<file path="config.mk">
export PLATFORM = sky130hd
export DESIGN_NAME = puf_dp_ctrl
export DESIGN_NICKNAME = d
export VERILOG_FILES = /design/src/rtl/puf_ctrl_pkg.sv /design/src/rtl/puf_watchdog.sv /design/src/rtl/puf_dp_ctrl.sv
export SDC_FILE = /design/constraint.sdc
export NUM_CORES = 1
export LEC_CHECK = 0
export CORE_AREA = 4 4 211 213
export CTS_BUF_LIST = sky130_fd_sc_hd__clkbuf_8
export CTS_CLUSTER_DIAMETER = 200
export DETAILED_ROUTE_END_ITERATION = 12
export DIE_AREA = 0 0 215 217
export PLACE_DENSITY_LB_ADDON = 0.2
export SLEW_MARGIN = 20
export SYNTH_ARGS = -nofsm -noshare
export SYNTH_HDL_FRONTEND = slang
export SYNTH_HIERARCHICAL = 1
export SYNTH_SLANG_ARGS = --single-unit
</file>
<file path="constraint.sdc">
create_clock -name clk -period 5.6 [get_ports clk]
set_clock_uncertainty 0.05 [all_clocks]
set_input_delay 1.12 -clock clk [delete_from_list [all_inputs] [get_ports clk]]
set_output_delay 1.12 -clock clk [all_outputs]
set_load 0.03 [all_outputs]
</file>
<file path="src/rtl/puf_ctrl_pkg.sv">
`default_nettype none
// ============================================================================
// puf_ctrl_pkg : shared state encoding and select constants for the PUF sequencer
// Rev 1.0
// ============================================================================
package puf_ctrl_pkg;

    typedef enum logic [2:0] {
        S_IDLE    = 3'd0,
        S_SCR_RST = 3'd1,
        S_SCR_RUN = 3'd2,
        S_ECC_RST = 3'd3,
        S_ECC_RUN = 3'd4,
        S_CAPTURE = 3'd5,
        S_DONE    = 3'd6,
        S_ERR     = 3'd7
    } state_t;

    localparam logic MODE_RAW = 1'b0;
    localparam logic MODE_ECC = 1'b1;
    localparam logic MUX_SCR  = 1'b0;
    localparam logic MUX_ECC  = 1'b1;

endpackage
`default_nettype wire

</file>
<file path="src/rtl/puf_watchdog.sv">
`default_nettype none
// ============================================================================
// puf_watchdog : saturating cycle counter with clear; flags the cycle it hits TIMEOUT
// Rev 1.0
// ============================================================================
module puf_watchdog #(
    parameter int TIMEOUT = 1023,
    parameter int CNT_W   = 10
) (
    input  logic clk,
    input  logic reset_n,
    input  logic clr,
    input  logic inc,
    output logic expired
);

    localparam logic [CNT_W-1:0] c_limit = CNT_W'(TIMEOUT);
    localparam logic [CNT_W-1:0] c_last  = CNT_W'(TIMEOUT - 1);

    logic [CNT_W-1:0] r_count;

    always_ff @(posedge clk or negedge reset_n) begin
        if (!reset_n) begin
            r_count <= '0;
        end else if (clr) begin
            r_count <= '0;
        end else if (inc && (r_count != c_limit)) begin
            r_count <= r_count + 1'b1;
        end
    end

    // High during the cycle whose increment brings the count to TIMEOUT
    assign expired = inc && (r_count >= c_last);

endmodule
`default_nettype wire

</file>
<file path="src/rtl/puf_dp_ctrl.sv">
`default_nettype none
// ============================================================================
// puf_dp_ctrl : sequences scrambler -> ECC decoder -> output mux, with handshake and watchdog
// Rev 1.0
// ============================================================================
module puf_dp_ctrl
    import puf_ctrl_pkg::*;
#(
    parameter int DATA_W  = 256,
    parameter int SEED_W  = 8,
    parameter int TIMEOUT = 1023,
    parameter int CNT_W   = 10
) (
    input  logic              clk,
    input  logic              reset_n,
    input  logic              start,
    input  logic              mode,
    input  logic [SEED_W-1:0] seed_in,
    input  logic              ack,
    input  logic              done_scr,
    input  logic              done_ecc,
    input  logic [DATA_W-1:0] dp_data,
    output logic              en_scr,
    output logic              rst_scr,
    output logic [SEED_W-1:0] seed_scr,
    output logic              en_ecc,
    output logic              rst_ecc,
    output logic              mux_sel,
    output logic              busy,
    output logic              done,
    output logic              err,
    output logic [DATA_W-1:0] result
);

    state_t r_state;
    state_t w_next_state;
    logic   r_mode;
    logic   w_wd_clr;
    logic   w_wd_inc;
    logic   w_wd_expired;

    assign w_wd_inc = (r_state == S_SCR_RUN) || (r_state == S_ECC_RUN);
    assign w_wd_clr = (r_state == S_IDLE) || (r_state == S_SCR_RST) || (r_state == S_ECC_RST);

    puf_watchdog #(
        .TIMEOUT (TIMEOUT),
        .CNT_W   (CNT_W)
    ) u_watchdog (
        .clk     (clk),
        .reset_n (reset_n),
        .clr     (w_wd_clr),
        .inc     (w_wd_inc),
        .expired (w_wd_expired)
    );

    always_ff @(posedge clk or negedge reset_n) begin
        if (!reset_n) begin
            r_state <= S_IDLE;
        end else begin
            r_state <= w_next_state;
        end
    end

    // A done arriving in the same cycle as the timeout takes priority
    always_comb begin
        w_next_state = r_state;
        case (r_state)
            S_IDLE:    if (start) w_next_state = S_SCR_RST;
            S_SCR_RST: w_next_state = S_SCR_RUN;
            S_SCR_RUN: begin
                if (done_scr) begin
                    w_next_state = (r_mode == MODE_ECC) ? S_ECC_RST : S_CAPTURE;
                end else if (w_wd_expired) begin
                    w_next_state = S_ERR;
                end
            end
            S_ECC_RST: w_next_state = S_ECC_RUN;
            S_ECC_RUN: begin
                if (done_ecc) begin
                    w_next_state = S_CAPTURE;
                end else if (w_wd_expired) begin
                    w_next_state = S_ERR;
                end
            end
            S_CAPTURE: w_next_state = S_DONE;
            S_DONE:    if (ack) w_next_state = S_IDLE;
            S_ERR:     if (ack) w_next_state = S_IDLE;
            default:   w_next_state = S_IDLE;
        endcase
    end

    // Outputs are registered from the next state so they line up with r_state
    always_ff @(posedge clk or negedge reset_n) begin
        if (!reset_n) begin
            en_scr   <= 1'b0;
            rst_scr  <= 1'b0;
            seed_scr <= '0;
            en_ecc   <= 1'b0;
            rst_ecc  <= 1'b0;
            mux_sel  <= MUX_SCR;
            busy     <= 1'b0;
            done     <= 1'b0;
            err      <= 1'b0;
            result   <= '0;
            r_mode   <= MODE_RAW;
        end else begin
            en_scr  <= (w_next_state == S_SCR_RUN);
            rst_scr <= (w_next_state == S_SCR_RST);
            en_ecc  <= (w_next_state == S_ECC_RUN);
            rst_ecc <= (w_next_state == S_ECC_RST);
            busy    <= (w_next_state == S_SCR_RST) || (w_next_state == S_SCR_RUN) ||
                       (w_next_state == S_ECC_RST) || (w_next_state == S_ECC_RUN) ||
                       (w_next_state == S_CAPTURE);
            done    <= (w_next_state == S_DONE);
            err     <= (w_next_state == S_ERR);
            if ((r_state == S_IDLE) && start) begin
                seed_scr <= seed_in;
                r_mode   <= mode;
            end
            if ((w_next_state == S_CAPTURE) && (r_state != S_CAPTURE)) begin
                mux_sel <= (r_state == S_ECC_RUN) ? MUX_ECC : MUX_SCR;
            end
            if (r_state == S_CAPTURE) begin
                result <= dp_data;
            end
        end
    end

endmodule
`default_nettype wire

</file>
Word-level counts from Yosys, hierarchy flattened
Cells that the tools add are included.

cells by class
  add/subtract/negate cells = 1
  magnitude comparators = 1
  equal/unequal tests = 16
  muxes and demuxes = 10
  reduce and logical (&&, ||, !) cells = 14

operators by type and width
  cell                                                              number
  3-bit == test (second input constant)                             8
  3-bit case mux with 7 select lines                                1
  10-bit two-way mux                                                2
  3-bit two-way mux                                                 6
  3-bit by 2-bit == test with 1-bit output (second input constant)  4
  10-bit by 1-bit adder with 10-bit output (second input constant)  1
  10-bit greater-or-equal comparator (second input constant)        1
  10-bit != test (second input constant)                            1
  1-bit logical OR                                                  7
  3-bit by 1-bit == test with 1-bit output (second input constant)  2
  1-bit logical AND                                                 4
  3-bit logical NOT                                                 1
  3-bit != test (second input constant)                             1
  2-bit nonzero test                                                1
  2-bit OR reduction                                                1
  1-bit two-way mux                                                 1

word-level totals
  register bits = 286
  output and inout port bits = 272

Logic depth before layout (Yosys ltp)
  depth in word-level cells = 11
  gate-level depth with buffers = 12

Modules after synthesis
The synthesis kept the hierarchy.

modules (own cells, without submodules)
  module        instances  cells an instance  area each (um^2)  seq. area each (um^2)
  puf_dp_ctrl   1          611                10403.7           6906.6
  puf_watchdog  1          77                 716.9             250.2

Least setup slack after synthesis
Ideal clock, no wire load.

  kind = reg-to-reg
  from = reg r_state[2]
  to = reg mux_sel
  arrival time = 2.138 ns
  data required time = 5.418 ns
  slack = 3.279 ns
  cell stages (with the launch flop) = 12
  buffers on the path = 2
  cell sequence = dfrtp_1 buf_2 nand2b_1 a21oi_1 buf_6 nand3_1 nor3_1 nor2b_1 nor3_1 a2bb2oi_2 o31ai_1 o31ai_1

on the way
  cells in the longest elaborated chain, start to end = 8
  elaborated cells on any way between the ends = 21
  those cells by class = 9 x eq/ne; 7 x mux; 5 x reduce/logical

RTL lines
  element                                                                           RTL line                              RTL
  from (decl)                                                                       puf_dp_ctrl.sv:35                     state_t r_state;
  from (signal assigned)                                                            puf_dp_ctrl.sv:60                     r_state <= w_next_state;
  3-bit by 2-bit == test with 1-bit output / 3-bit == test (equally long branches)  puf_dp_ctrl.sv:42                     assign w_wd_inc = (r_state == S_SCR_RUN) || (r_state == S_ECC_RUN);
  1-bit logical OR (*)                                                              puf_dp_ctrl.sv:42
  net w_wd_inc                                                                      puf_dp_ctrl.sv:39                     logic w_wd_inc;
  1-bit logical AND (*)                                                             puf_watchdog.sv:33                    assign expired = inc && (r_count >= c_last);
  net w_wd_expired                                                                  puf_dp_ctrl.sv:40                     logic w_wd_expired;
  3-bit two-way mux (*)                                                             puf_dp_ctrl.sv:73, puf_dp_ctrl.sv:81
  3-bit two-way mux (on tied branches)                                              puf_dp_ctrl.sv:79, puf_dp_ctrl.sv:71
  3-bit case mux with 7 select lines (*)                                            puf_dp_ctrl.sv:67                     case (r_state)
  3-bit == test (*)                                                                 puf_dp_ctrl.sv:120                    if ((w_next_state == S_CAPTURE) && (r_state != S_CAPTURE)) begin
  1-bit logical AND (*)                                                             puf_dp_ctrl.sv:120
  to (signal assigned)                                                              puf_dp_ctrl.sv:121                    mux_sel <= (r_state == S_ECC_RUN) ? MUX_ECC : MUX_SCR;
  to (decl)                                                                         puf_dp_ctrl.sv:28                     output logic mux_sel,

The timed path passes the listed nets; every way through them passes the cells marked *.
A chain may end at the register's enable or synchronous reset.

Worst setup path after layout
Ends and elaborated chain as after synthesis.

==> Implementation_results.wiki <==
{| class="wikitable"
! Metric !! Value
|-
| Sequential standard cell area || 7160 µm²
|-
| Adder and majority gate portion of the synthesized area || 0.225%
|-
| Compound-cell area share of the yosys netlist || 2.50%
|-
| Summed negative setup slack over all endpoints || 0 ns
|-
| Number of search-and-repair iterations in the first detailed-routing pass || 4
|-
| Number of standard cells in the layout, taps in and fillers out || about 1800
|-
| Die area || 46700 µm²
|-
| Max stage delay on crit path || roughly 0.70 ns
|-
| Total of flip-flops plus latches after synthesis || around 290
|-
| Floorplan die height || between 200 and 250 µm
|-
| Routability congestion estimate from global placement || between 0.7 and 0.8
|-
| Maximum fanout along the worst path || 11
|-
| P&R area growth vs syn || 64.6%
|-
| Via-to-Cell Ratio || 4.27
|-
| Netlist cell types || 47
|-
| Number of cell rows || 76
|-
| Count leader, synth || sky130_fd_sc_hd__dfrtp_1
|-
| Sinks on the clock net || about 290
|-
| Cell area after synthesis || about 11000 µm²
|-
| Capture point of the critical path || mux_sel$_DFFE_PN0P_
|-
| TritonCTS clock tree || yes
|-
| Unrepaired setup endpoints after global routing || false
|-
| Post-synthesis simple-gate area fraction || under 10%
|-
| Crit. Startpoint || r_state[2]$_DFF_PN0_
|-
| Main combinational cell family by area after synthesis || multiplexers
|-
| Crit-path cells || nand2b_1 -> a21oi_1 -> nand3_1 -> nor3_1 -> nor2b_1 -> nor3_1 -> a2bb2oi_2 -> o31ai_1 -> o31ai_1
|-
| Mean cell area of the mapped netlist || about 16 µm²
|-
| Slew at the pin closest to its max-slew limit || 0.857 ns
|-
| Post-synth EDFFs || 0
|-
| Count of nets left with antenna violations after detail routing || 0
|-
| Number of buffers on the longest clock path || 3
|-
| Depth of the worst register-to-register path || 9
|-
| Arr. time, crit path || between 3 and 4 ns
|-
| Share of the clock period used by the worst path || 57.6%
|-
| Largest area contributor in the netlist || sky130_fd_sc_hd__dfrtp_1
|-
| XOR/XNOR Fraction of Synth Area || 0%
|-
| Placement Cell Area || 17100 µm²
|-
| YS warnings || 6
|-
| Resized cells post-CTS || 0
|-
| LEAKAGE || 7.55 nW
|-
| Clock-pin slew on the worst setup and hold paths || 0.06 ns
|-
| Area inside the core boundary || around 43000 µm²
|-
| Hold_buf cts || 0
|-
| Setup slack at placement || ~2.4 ns
|-
| Synth Flop Type || sky130_fd_sc_hd__dfrtp_1
|-
| Synth area leaders || sky130_fd_sc_hd__dfrtp_1 (64%), sky130_fd_sc_hd__mux2_1 (26%), sky130_fd_sc_hd__mux2_2 (1.6%)
|-
| I/O Pins || 543
|-
| Register-to-register path setup slack || 2.38 ns
|-
| Source-to-sink clock delay at the later pin of the worst-skew pair || roughly 0.60 ns
|-
| Element type at the critical path start || flip-flop
|-
| First-pass GRT wire length || around 55000 µm
|-
| Worst setup margin || about 2.4 ns
|-
| Buffers on Ports || around 540
|-
| Via count of the first global-routing pass || roughly 8600
|-
| Post-Syn Nets || just under 1000
|-
| CP required || approximately 6 ns
|-
| Sequential area share after synthesis || approximately 64%
|-
| Clock Root Buffer || sky130_fd_sc_hd__clkbuf_8
|-
| Residual DRC || 0
|-
| Launch point of the worst reg-to-reg path || r_state[2]$_DFF_PN0_
|-
| Starting density of the core || between 20% and 30%
|-
| Count of vias placed by the detailed router || 7880
|-
| Worst-case vdd ir drop || ~0.35 mV
|-
| Aggregate global routing overflow || 0
|-
| Post-DP HPWL || roughly 27000 µm
|-
| Area taken by multi-input logic gates || between 3000 and 4000 µm²
|-
| Number of fill cells || 4010
|-
| Die width || 215 µm
|-
| Power density over the cells || approximately 650 nW/µm²
|-
| Final design area excluding fillers || between 15000 and 20000 µm²
|-
| Cell with the largest stage delay on the worst path || sky130_fd_sc_hd__a21oi_1
|-
| Cells after DPL || approximately 1700
|-
| Initial antenna violation count || 3
|-
| Endpoints failing setup || 0
|-
| Slew Viols, Final || 0
|-
| Top achievable clock speed || 0.310 GHz
|-
| Detailed Route Iter0 Violations || 271
|-
| Count of H-tree levels built during CTS || 2
|-
| CP endpoint kind || flip-flop
|-
| Multiplexer share of the synthesized area || between 20 and 30%
|-
| Run status || complete, no violations
|-
| Number of buffers inserted to repair setup after CTS || 0
|-
| Share of cells above drive strength 1 || 9.78%
|-
| Overall global routing resource usage || between 10% and 20%
|-
| Type of the worst setup path || reg -> reg
|-
| Type of the worst min-delay path || reg -> reg
|-
| Async set or reset register ratio after synthesis || 100%
|-
| Max_cap viols || 0
|-
| Clock period minus worst slack || 3.22 ns
|-
| Util after Layout || around 43%
|-
| Top cells by count, synth || sky130_fd_sc_hd__dfrtp_1 (286), sky130_fd_sc_hd__mux2_1 (252), sky130_fd_sc_hd__buf_2 (16), sky130_fd_sc_hd__mux2_2 (16)
|-
| Pin count of the biggest net entering global routing || around 130
|-
| Wire length per cell || between 15 and 20 µm
|-
| Wirelength, routed || 36800 µm
|-
| Reg-to-reg endpoint || mux_sel$_DFFE_PN0P_
|-
| TritonCTS buffer count || 53
|-
| Max_slew headroom || 42.9%
|-
| Top-area cell type share of the netlist area || 64.4%
|-
| Mapped Cells || 688
|-
| Net count of the finished layout || 1527
|-
| Final number of hold-violating endpoints || 0
|}
## stage by stage
step	total power [mW]	hold WS, ns
after floorplan	6.99	0.409
after global placement	9.72	0.419
after detailed placement	9.79	0.425
after CTS	12.1	0.433
after global routing	12.5	0.448
final	11.9	0.436
## power by group
| group | internal [mW] | switching [mW] | leakage [nW] |
|---|---|---|---|
| logic | 2.64 | 3.40 | 3.51 |
| clock network | 1.33 | 0.928 | 0.676 |
| registers | 3.10 | 0.534 | 3.37 |
| total | 7.07 | 4.86 | 7.55 |
## kinds of logic (layout without fill, tap and decap cells)
group / count (synthesis) / after routing
buffers and inverters: 42 / 653
adder cells (fa/ha/maj): 2 / 2
flip-flops: 286 / 286
AO/OA/AOI/OAI: 30 / 30
other: 0 / 2
multiplexers: 270 / 270
AND/OR/NAND/NOR: 58 / 58
## routing by layer
layer  wire length, µm  up-vias  GRT usage [%]
met5                13        -              0
met4              1170        2           6.08
met3              2710       72           5.04
met2             19100      287           27.2
met1             13900     3927           17.0
li1                  -     3592              -
## state kept, by name (all words and copies together) (netlist names)
signal and count:
en_ecc 1, mux_sel 1, busy 1, rst_ecc 1, en_scr 1, r_state 3, u_watchdog/r_count 10, seed_scr 8
done 1, err 1, rst_scr 1, r_mode 1, result 256
## worst min-delay path by stage
stage                            start                      end  slack, ns  cells after the start
5_1_grt                        reset_n   result[16]$_DFFE_PN0N_       0.45                      1
3_3_place_gp   seed_scr[1]$_DFFE_PN0P_  seed_scr[1]$_DFFE_PN0P_       0.42                      1
3_5_place_dp   seed_scr[4]$_DFFE_PN0P_  seed_scr[4]$_DFFE_PN0P_       0.43                      1
4_1_cts                        reset_n   result[15]$_DFFE_PN0N_       0.43                      1
6_report       result[110]$_DFFE_PN0N_  result[110]$_DFFE_PN0N_       0.44                      1
2_1_floorplan       r_mode$_DFFE_PN0P_       r_mode$_DFFE_PN0P_       0.41                      1
## layout make-up
cell class | instances | share of cell area, %
Sequential cell | 286 | 39.1
Timing Repair Buffer | 547 | 30.1
Multi-Input combinational cell | 360 | 20.2
Clock buffer | 75 | 5.64
Tap cell | 546 | 3.73
Clock inverter | 25 | 1.07
Inverter | 6 | 0.123
Antenna cell | 2 | 0.0273
## placed cells by master (no fill, tap or decap), types with 3 or more instances in the layout
| cell type | Yosys | routed |
|---|---|---|
| sky130_fd_sc_hd__dfrtp_1 | 286 | 286 |
| sky130_fd_sc_hd__inv_1 | 5 | 16 |
| sky130_fd_sc_hd__clkinv_2 | 0 | 8 |
| sky130_fd_sc_hd__o211ai_1 | 3 | 3 |
| sky130_fd_sc_hd__nor3_1 | 5 | 5 |
| sky130_fd_sc_hd__nand3_1 | 7 | 7 |
| sky130_fd_sc_hd__clkdlybuf4s50_1 | 0 | 541 |
| sky130_fd_sc_hd__nor2b_1 | 6 | 5 |
| sky130_fd_sc_hd__mux2_1 | 252 | 252 |
| sky130_fd_sc_hd__nor2_1 | 11 | 11 |
| sky130_fd_sc_hd__mux2_2 | 16 | 16 |
| sky130_fd_sc_hd__nand2b_1 | 6 | 6 |
| sky130_fd_sc_hd__a211oi_1 | 4 | 4 |
| sky130_fd_sc_hd__a21oi_1 | 4 | 4 |
| sky130_fd_sc_hd__bufinv_16 | 0 | 3 |
| sky130_fd_sc_hd__clkbuf_8 | 0 | 75 |
| sky130_fd_sc_hd__nand2_1 | 9 | 9 |
| sky130_fd_sc_hd__buf_12 | 0 | 3 |
## critical path, delay by kind of cell, from the launching register on
kind / cells / cell delay, ns
compound gates: 4 / 1.29
flops: 1 / 0.58
simple gates: 5 / 1.14
(Power assumes the default switching activity.)
